`config.mk`:
```
export PLATFORM = sky130hd
export DESIGN_NAME = bus_arb_mux
export DESIGN_NICKNAME = d
export VERILOG_FILES = /design/src/rtl/bus_arb_mux.sv
export SDC_FILE = /design/constraint.sdc
export NUM_CORES = 1
export LEC_CHECK = 0
export CAP_MARGIN = 20
export CORE_MARGIN = 2
export CORE_UTILIZATION = 35
export DETAILED_ROUTE_END_ITERATION = 6
export PLACE_DENSITY = 0.71
export SKIP_CTS_REPAIR_TIMING = 1
export SYNTH_ARGS = -nofsm -noshare
export SYNTH_HDL_FRONTEND = slang
export SYNTH_SLANG_ARGS = --single-unit
```
`constraint.sdc`:
```
create_clock -name clk -period 3.93 [get_ports clk]
set_input_delay 1.179 -clock clk [delete_from_list [all_inputs] [get_ports clk]]
set_output_delay 1.179 -clock clk [all_outputs]
set_load 0.01 [all_outputs]
```
`src/rtl/bus_arb_mux.sv`:
```
// bus_arb_mux: N-channel, W-bit registered multiplexer with built-in arbitration.
// The winner is picked by fixed priority (MODE 0) or round-robin (MODE 1). The grant is
// held across multi-beat bursts, and the selected beat is registered so downstream
// timing is decoupled from the sources.
module bus_arb_mux #(
  parameter int unsigned WIDTH    = 16,
  parameter int unsigned CHANNELS = 4,
  parameter int unsigned MODE     = 0,
  // Derived; do not override.
  parameter int unsigned SELW     = (CHANNELS > 1) ? $clog2(CHANNELS) : 1
) (
  input  logic                         clk,
  input  logic                         rst_n,
  input  logic [CHANNELS*WIDTH-1:0]    in_data,
  input  logic [CHANNELS-1:0]          in_valid,
  input  logic [CHANNELS-1:0]          in_last,
  output logic [CHANNELS-1:0]          in_ready,
  output logic [WIDTH-1:0]             out_data,
  output logic [SELW-1:0]              out_sel,
  output logic                         out_last,
  output logic                         out_valid,
  input  logic                         out_ready
);

  typedef enum logic {StIdle, StLocked} state_e;

  state_e            state_q;
  logic [SELW-1:0]   rr_ptr_q;

  logic [SELW-1:0]   grant;
  logic              grant_ok;
  logic              space;
  logic              in_fire;
  logic [WIDTH-1:0]  sel_data;
  logic              sel_last;
  logic [SELW-1:0]   rr_next;

  assign space = !out_valid || out_ready;

  // Pick the candidate channel: the locked one, or a fresh winner from the valids.
  // While locked, out_sel already holds the channel that opened the burst.
  always_comb begin
    grant    = '0;
    grant_ok = 1'b0;
    if (state_q == StLocked) begin
      grant    = out_sel;
      grant_ok = 1'b1;
    end else if (MODE == 0) begin
      // Scan downwards so the lowest valid index is the last one written.
      for (int i = int'(CHANNELS) - 1; i >= 0; i--) begin
        if (in_valid[i]) begin
          grant    = SELW'(i);
          grant_ok = 1'b1;
        end
      end
    end else begin
      // Cyclic scan starting at the round-robin pointer; first hit wins.
      for (int k = 0; k < int'(CHANNELS); k++) begin
        if (!grant_ok && in_valid[(int'(rr_ptr_q) + k) % int'(CHANNELS)]) begin
          grant    = SELW'((int'(rr_ptr_q) + k) % int'(CHANNELS));
          grant_ok = 1'b1;
        end
      end
    end
  end

  // Accept a beat only from the granted channel, only when the output can load.
  always_comb begin
    in_ready = '0;
    if (rst_n && space && grant_ok && in_valid[grant]) begin
      in_ready[grant] = 1'b1;
    end
  end

  assign in_fire  = |in_ready;
  assign sel_data = in_data[grant * WIDTH +: WIDTH];
  assign sel_last = in_last[grant];
  assign rr_next  = (grant == SELW'(CHANNELS - 1)) ? '0 : grant + SELW'(1);

  // Arbiter state, round-robin pointer and output register.
  always_ff @(posedge clk) begin
    if (!rst_n) begin
      state_q   <= StIdle;
      rr_ptr_q  <= '0;
      out_data  <= '0;
      out_sel   <= '0;
      out_last  <= 1'b0;
      out_valid <= 1'b0;
    end else begin
      if (in_fire) begin
        // A new beat overwrites the register even if the old one leaves this cycle.
        out_data  <= sel_data;
        out_sel   <= grant;
        out_last  <= sel_last;
        out_valid <= 1'b1;
        if (sel_last) begin
          state_q  <= StIdle;
          rr_ptr_q <= rr_next;
        end else begin
          state_q  <= StLocked;
        end
      end else if (out_valid && out_ready) begin
        out_valid <= 1'b0;
      end
    end
  end

endmodule
```
Word level (Yosys, flattened, before mapping) --
Cells that the tools add are included.
Storage, ports and cells: register bits after elaboration 21, input bits 75, output and inout bits 24, word-level logic and storage cells 37
Cells by class: order comparisons 2, shift operators 1, multiplexer cells 20, reductions and logical operators 9
Operator list (count):
- indexed part select 64 x 7 -> 16 bit | 1
- 2-to-1 mux 1 bit | 11
- 2-to-1 mux 2 bit | 5
- logical AND 1 bit | 5
- binary-select mux 1 bit (select 2 bit) | 2
- 2-to-1 mux 4 bit | 1
- OR reduction 4 bit | 1
- < comparator 2 x 3 -> 1 bit (second input constant) | 1
- demux 1 bit (select 2 bit) | 1
- >= comparator 2 x 1 -> 1 bit (second input constant) | 1
- nonzero test 2 bit | 1
- zero test 1 bit | 1
- logical OR 1 bit | 1

Depth between registers and ports, before layout --
Gate-level depths: netlist of the first run.
depth after elaboration 12, gate-level depth with buffers 7, depth with buffers taken out 5

Worst setup path before layout of the first run --
Ideal clock, no wire load.
kind input to output, start input in_valid[2], end output in_ready[2], data arrival time 2313 ps, required time 2751 ps, slack 438 ps, stages on the path 6, path buffers 1, path through nand2b_1 a211oi_2 a2111o_1 nand2_4 buf_12 nor3_1
Between the ends: longest elaborated chain between the ends 9, elaborated cells on any way between the ends 18, those cells by class order compare: 2; mux: 13; reduce/logical: 3
Ends and longest elaborated chain:
- start, declared | RTL line 15 | input logic [CHANNELS-1:0] in_valid,
- 2-to-1 mux 2 bit (3 in a row) | RTL line 51 | if (in_valid[i]) begin
- 2-to-1 mux 2 bit | RTL line 45 | if (state_q == StLocked) begin
- < comparator 2 x 3 -> 1 bit (not written as such) / >= comparator 2 x 1 -> 1 bit (equally long branches) | RTL line 71 | in_ready[grant] = 1'b1;
- logical AND 1 bit (not written as such) | RTL line 71
- 2-to-1 mux 1 bit (not written as such) | RTL line 71
- demux 1 bit (select 2 bit) | RTL line 71
- 2-to-1 mux 4 bit * | RTL line 70 | if (rst_n && space && grant_ok && in_valid[grant]) begin
- end, declared | RTL line 17 | output logic [CHANNELS-1:0] in_ready,
Mark *: on every way between the ends. The rest lies on a longest branch, timed or not. The select of a mux whose other input is x is not followed.

Worst setup path after layout of the first run --
start input in_valid[1], end output in_ready[3]
Between the ends: longest elaborated chain between the ends 8, elaborated cells on any way between the ends 16, those cells by class order compare: 2; mux: 11; reduce/logical: 3
Ends and longest elaborated chain (RTL line):
- 2-to-1 mux 2 bit (2 in a row) | 51
- 2-to-1 mux 2 bit | 45
- < comparator 2 x 3 -> 1 bit (not written as such) / >= comparator 2 x 1 -> 1 bit (equally long branches) | 71
- logical AND 1 bit (not written as such) | 71
- 2-to-1 mux 1 bit (not written as such) | 71
- demux 1 bit (select 2 bit) | 71
- 2-to-1 mux 4 bit * | 70
Marks and branches as above.

==> results of run 1 <==
worst max-delay path: cells and delay by family:
kind	cells	cell delay, ns
simple gates	3	0.40
compound gates	2	0.46
buf+inv	3	0.50
synth_stat cells (all sizes together):
| master | instances | share of area |
|---|---|---|
| a2111o | 1 | 0.0052 |
| a211o | 1 | 0.0041 |
| a211oi | 19 | 0.069 |
| a21boi | 1 | 0.0035 |
| a21o | 18 | 0.063 |
| a21oi | 20 | 0.052 |
| a22oi | 17 | 0.059 |
| a2bb2oi | 1 | 0.0041 |
| a32o | 17 | 0.079 |
| and2 | 3 | 0.0087 |
| and2b | 1 | 0.0035 |
| and3 | 2 | 0.0058 |
| buf | 22 | 0.083 |
| clkbuf | 4 | 0.0076 |
| dfxtp | 21 | 0.20 |
| inv | 1 | 0.0017 |
| mux2 | 34 | 0.18 |
| mux2i | 18 | 0.084 |
| nand2 | 21 | 0.040 |
| nand2b | 2 | 0.0058 |
| nand3 | 2 | 0.0047 |
| nor2 | 5 | 0.0087 |
| nor2b | 2 | 0.0058 |
| nor3 | 3 | 0.0093 |
| nor4 | 1 | 0.0058 |
| o211ai | 1 | 0.0035 |
| o21a | 1 | 0.0035 |
| o21ai | 2 | 0.0046 |
| or2 | 1 | 0.0029 |
placed cells by master, fill, tap and decap left out, drive strengths merged, types with 2 or more instances in the layout:
| master | instances |
|---|---|
| nor2 | 5 |
| mux2i | 18 |
| dfxtp | 21 |
| nand2b | 2 |
| clkbuf | 4 |
| and3 | 2 |
| nor2b | 2 |
| a32o | 17 |
| clkdlybuf4s50 | 90 |
| a211oi | 19 |
| mux2 | 34 |
| buf | 21 |
| a21oi | 20 |
| and2 | 3 |
| nand2 | 21 |
| a21o | 18 |
| nor3 | 3 |
| dlymetal6s2s | 8 |
| nand3 | 2 |
| a22oi | 17 |
| o21ai | 2 |
kinds of logic (layout without fill, tap and decap cells):
| family | Yosys count | count (layout) | synth area share |
|---|---|---|---|
| muxes | 52 | 52 | 0.262 |
| and+or+nand+nor | 43 | 43 | 0.101 |
| AOI/OAI and AO/OA | 99 | 99 | 0.350 |
| DFF | 21 | 21 | 0.195 |
| buffers and inverters | 27 | 124 | 0.0919 |
layout make-up:
class	count	area share
sequential	21	0.128
timing repair buffer	119	0.355
clock buffer	4	0.0136
tap	75	0.0284
multi-input combinational	194	0.475
inverter	1	0.00114
worst paths after layout:
path / from / endpoint / slack (ns)
hold reg to reg: out_data[10]$_SDFFE_PN0P_ / out_data[10]$_SDFFE_PN0P_ / 0.46
setup reg to reg: state_q$_SDFFE_PN0P_ / out_data[12]$_SDFFE_PN0P_ / 1.89
hold / removal: out_data[10]$_SDFFE_PN0P_ / out_data[10]$_SDFFE_PN0P_ / 0.46
setup / recovery: in_valid[1] / in_ready[3] / 0.20
flip-flops by register name (all words and copies together) (netlist names):
name	cells
out_last	1
state_q	1
out_data	16
out_sel	2
out_valid	1
where the power goes:
| part | total [uW] | switching [uW] | internal [uW] |
|---|---|---|---|
| sequential | 330 | 47.5 | 283 |
| clock | 145 | 73.2 | 72.3 |
| combinational | 790 | 357 | 433 |
| total | 1270 | 478 | 788 |
per-stage QoR:
step	utilization	hold slack (ns)	setup slack [ns]	TNS [ns]	instances
2_1_floorplan	-	0.482	0.438	0	242
3_5_place_dp	0.536	0.456	-0.429	-1.63	406
4_1_cts	0.544	0.467	-0.427	-1.64	410
3_3_place_gp	0.536	0.447	-0.365	-1.42	406
6_report	0.558	0.463	0.197	0	414
5_1_grt	0.558	0.485	0.0525	0	414
routing by layer:
layer  wire, um  GRT usage  vias to the layer above
met2       3320      0.327                      106
met1       2940      0.251                     1112
met3        577     0.0424                        4
met5          0          0                        -
met4         30     0.0450                        0
li1           -          -                     1139
==> impl_metrics.json, run 1 <==
{
  "drt.antenna.violating_nets": 0,
  "drt_first_pass_iters": 5,
  "critical_path.max_stage_delay_ns": 0.35,
  "setup_violations": 0,
  "worstRegToRegCells": 7,
  "timing.max_cap.violations": 0,
  "place.detailed.hpwl_mm": 4.81,
  "finalWirelength_mm": 6.87,
  "outcome": "completed",
  "grt_pass1_wl_mm": 10.4,
  "criticalPathCategory": "in -> out",
  "largest_net_degree_at_the_start_of_global_routing": 37,
  "timing.hold.worst_path_depth": 2,
  "cts-buffers-inserted": 3,
  "vias_in_the_first_global_route": 2170,
  "placed_area_um2": 3170,
  "route.detailed.drc": 0,
  "total_leakage_power_uw": 0.00145,
  "gp_congestion": 0.873,
  "max_clock_freq_mhz": 268,
  "overflow_after_grt": 0,
  "total_power_of_the_final_layout_uw": 1270,
  "mappedNetlistArea_um2": 2150,
  "ys_types": 39,
  "skew_ns": 0.00299,
  "clock_insertion_delay_worst_skew_ns": 0.26,
  "grt_util_all_layers": 0.194,
  "die_h_um": 82.4,
  "fin_crit_sh": 0.950,
  "final_period_minus_worst_setup_slack_ns": 3.73,
  "filler_instances": 542,
  "multi_input_comb_area_um2": 1570,
  "num-nets-final": 415,
  "slew_headroom": 0.652,
  "drt-wirelength-per-cell_um": 16.6,
  "cp_data_required_time_ns": 2.75,
  "finalHoldViolations": 0,
  "clock_tree_buffer_depth": 2,
  "final-seq-area_um2": 422,
  "cts.sinks": 21,
  "endpoint_arrival_time_on_the_critical_path_ns": 2.55,
  "critPathSlowestCell": "a2111o_1",
  "cp_max_fo": 5,
  "grt_antenna_before_repair": 0,
  "type_of_the_tightest_min_delay_check": "reg -> reg",
  "postSynthAreaPerCell_um2": 8.89,
  "slew_viol_final": 0,
  "postSynthCellCount": 242,
  "port_buffer_cells": 98,
  "floorplan.die_area_um2": 6790,
  "critPathLaunchType": "input pin",
  "routed_via_density": 5.70,
  "start_util": 0.363,
  "pin_count": 99,
  "powerDensity_nw_per_um2": 383,
  "yosys_warnings": 0,
  "rsz0062_at_grt": "no",
  "area_growth_syn_to_layout_pct": 53.6,
  "detailedRoute.firstIterationViolations": 96,
  "cts-htree-levels": 1,
  "worst-slew-pin-transition_ns": 0.520,
  "die_width_um": 82.4,
  "cp_cell_sequence": "dlymetal6s2s_1 > nor2_1 > a211oi_4 > buf_4 > a2111o_1 > nand2_4 > nor3_1 > dlymetal6s2s_1",
  "ir_worst_vdd_mv": 0.212,
  "antennaDiodeCount": 0,
  "vias": 2361,
  "part_of_the_yosys_area_used_for_sequential_elements": 0.195,
  "cts-root-buf": "clkbuf_8",
  "syn_nets": 317,
  "clkSlewWorstSetupHoldPaths_ns": 0.08,
  "core_region_um2": 5920,
  "share_of_layout_cells_above_drive_strength_1": 0.171,
  "std_cell_rows": 28,
  "cp_common_cell": "dlymetal6s2s_1",
  "stdcell_area_um2": 3310,
  "synth.ff_latch_count": 21,
  "cts_tree": "yes",
  "crit_path_end_kind": "primary output"
}
(Power assumes the default switching activity.)
==> run 2, diff against run 1 <==
- SLEW_MARGIN: not set -> 25
==> results of run 2 <==
Same layout as run 1: the final DEF is identical, and so are final timing and power.
==> run 3, diff against run 2 <==
- HOLD_SLACK_MARGIN: not set -> 0.15
==> results of run 3 <==
Same layout as run 1: the final DEF is identical, and so are final timing and power.
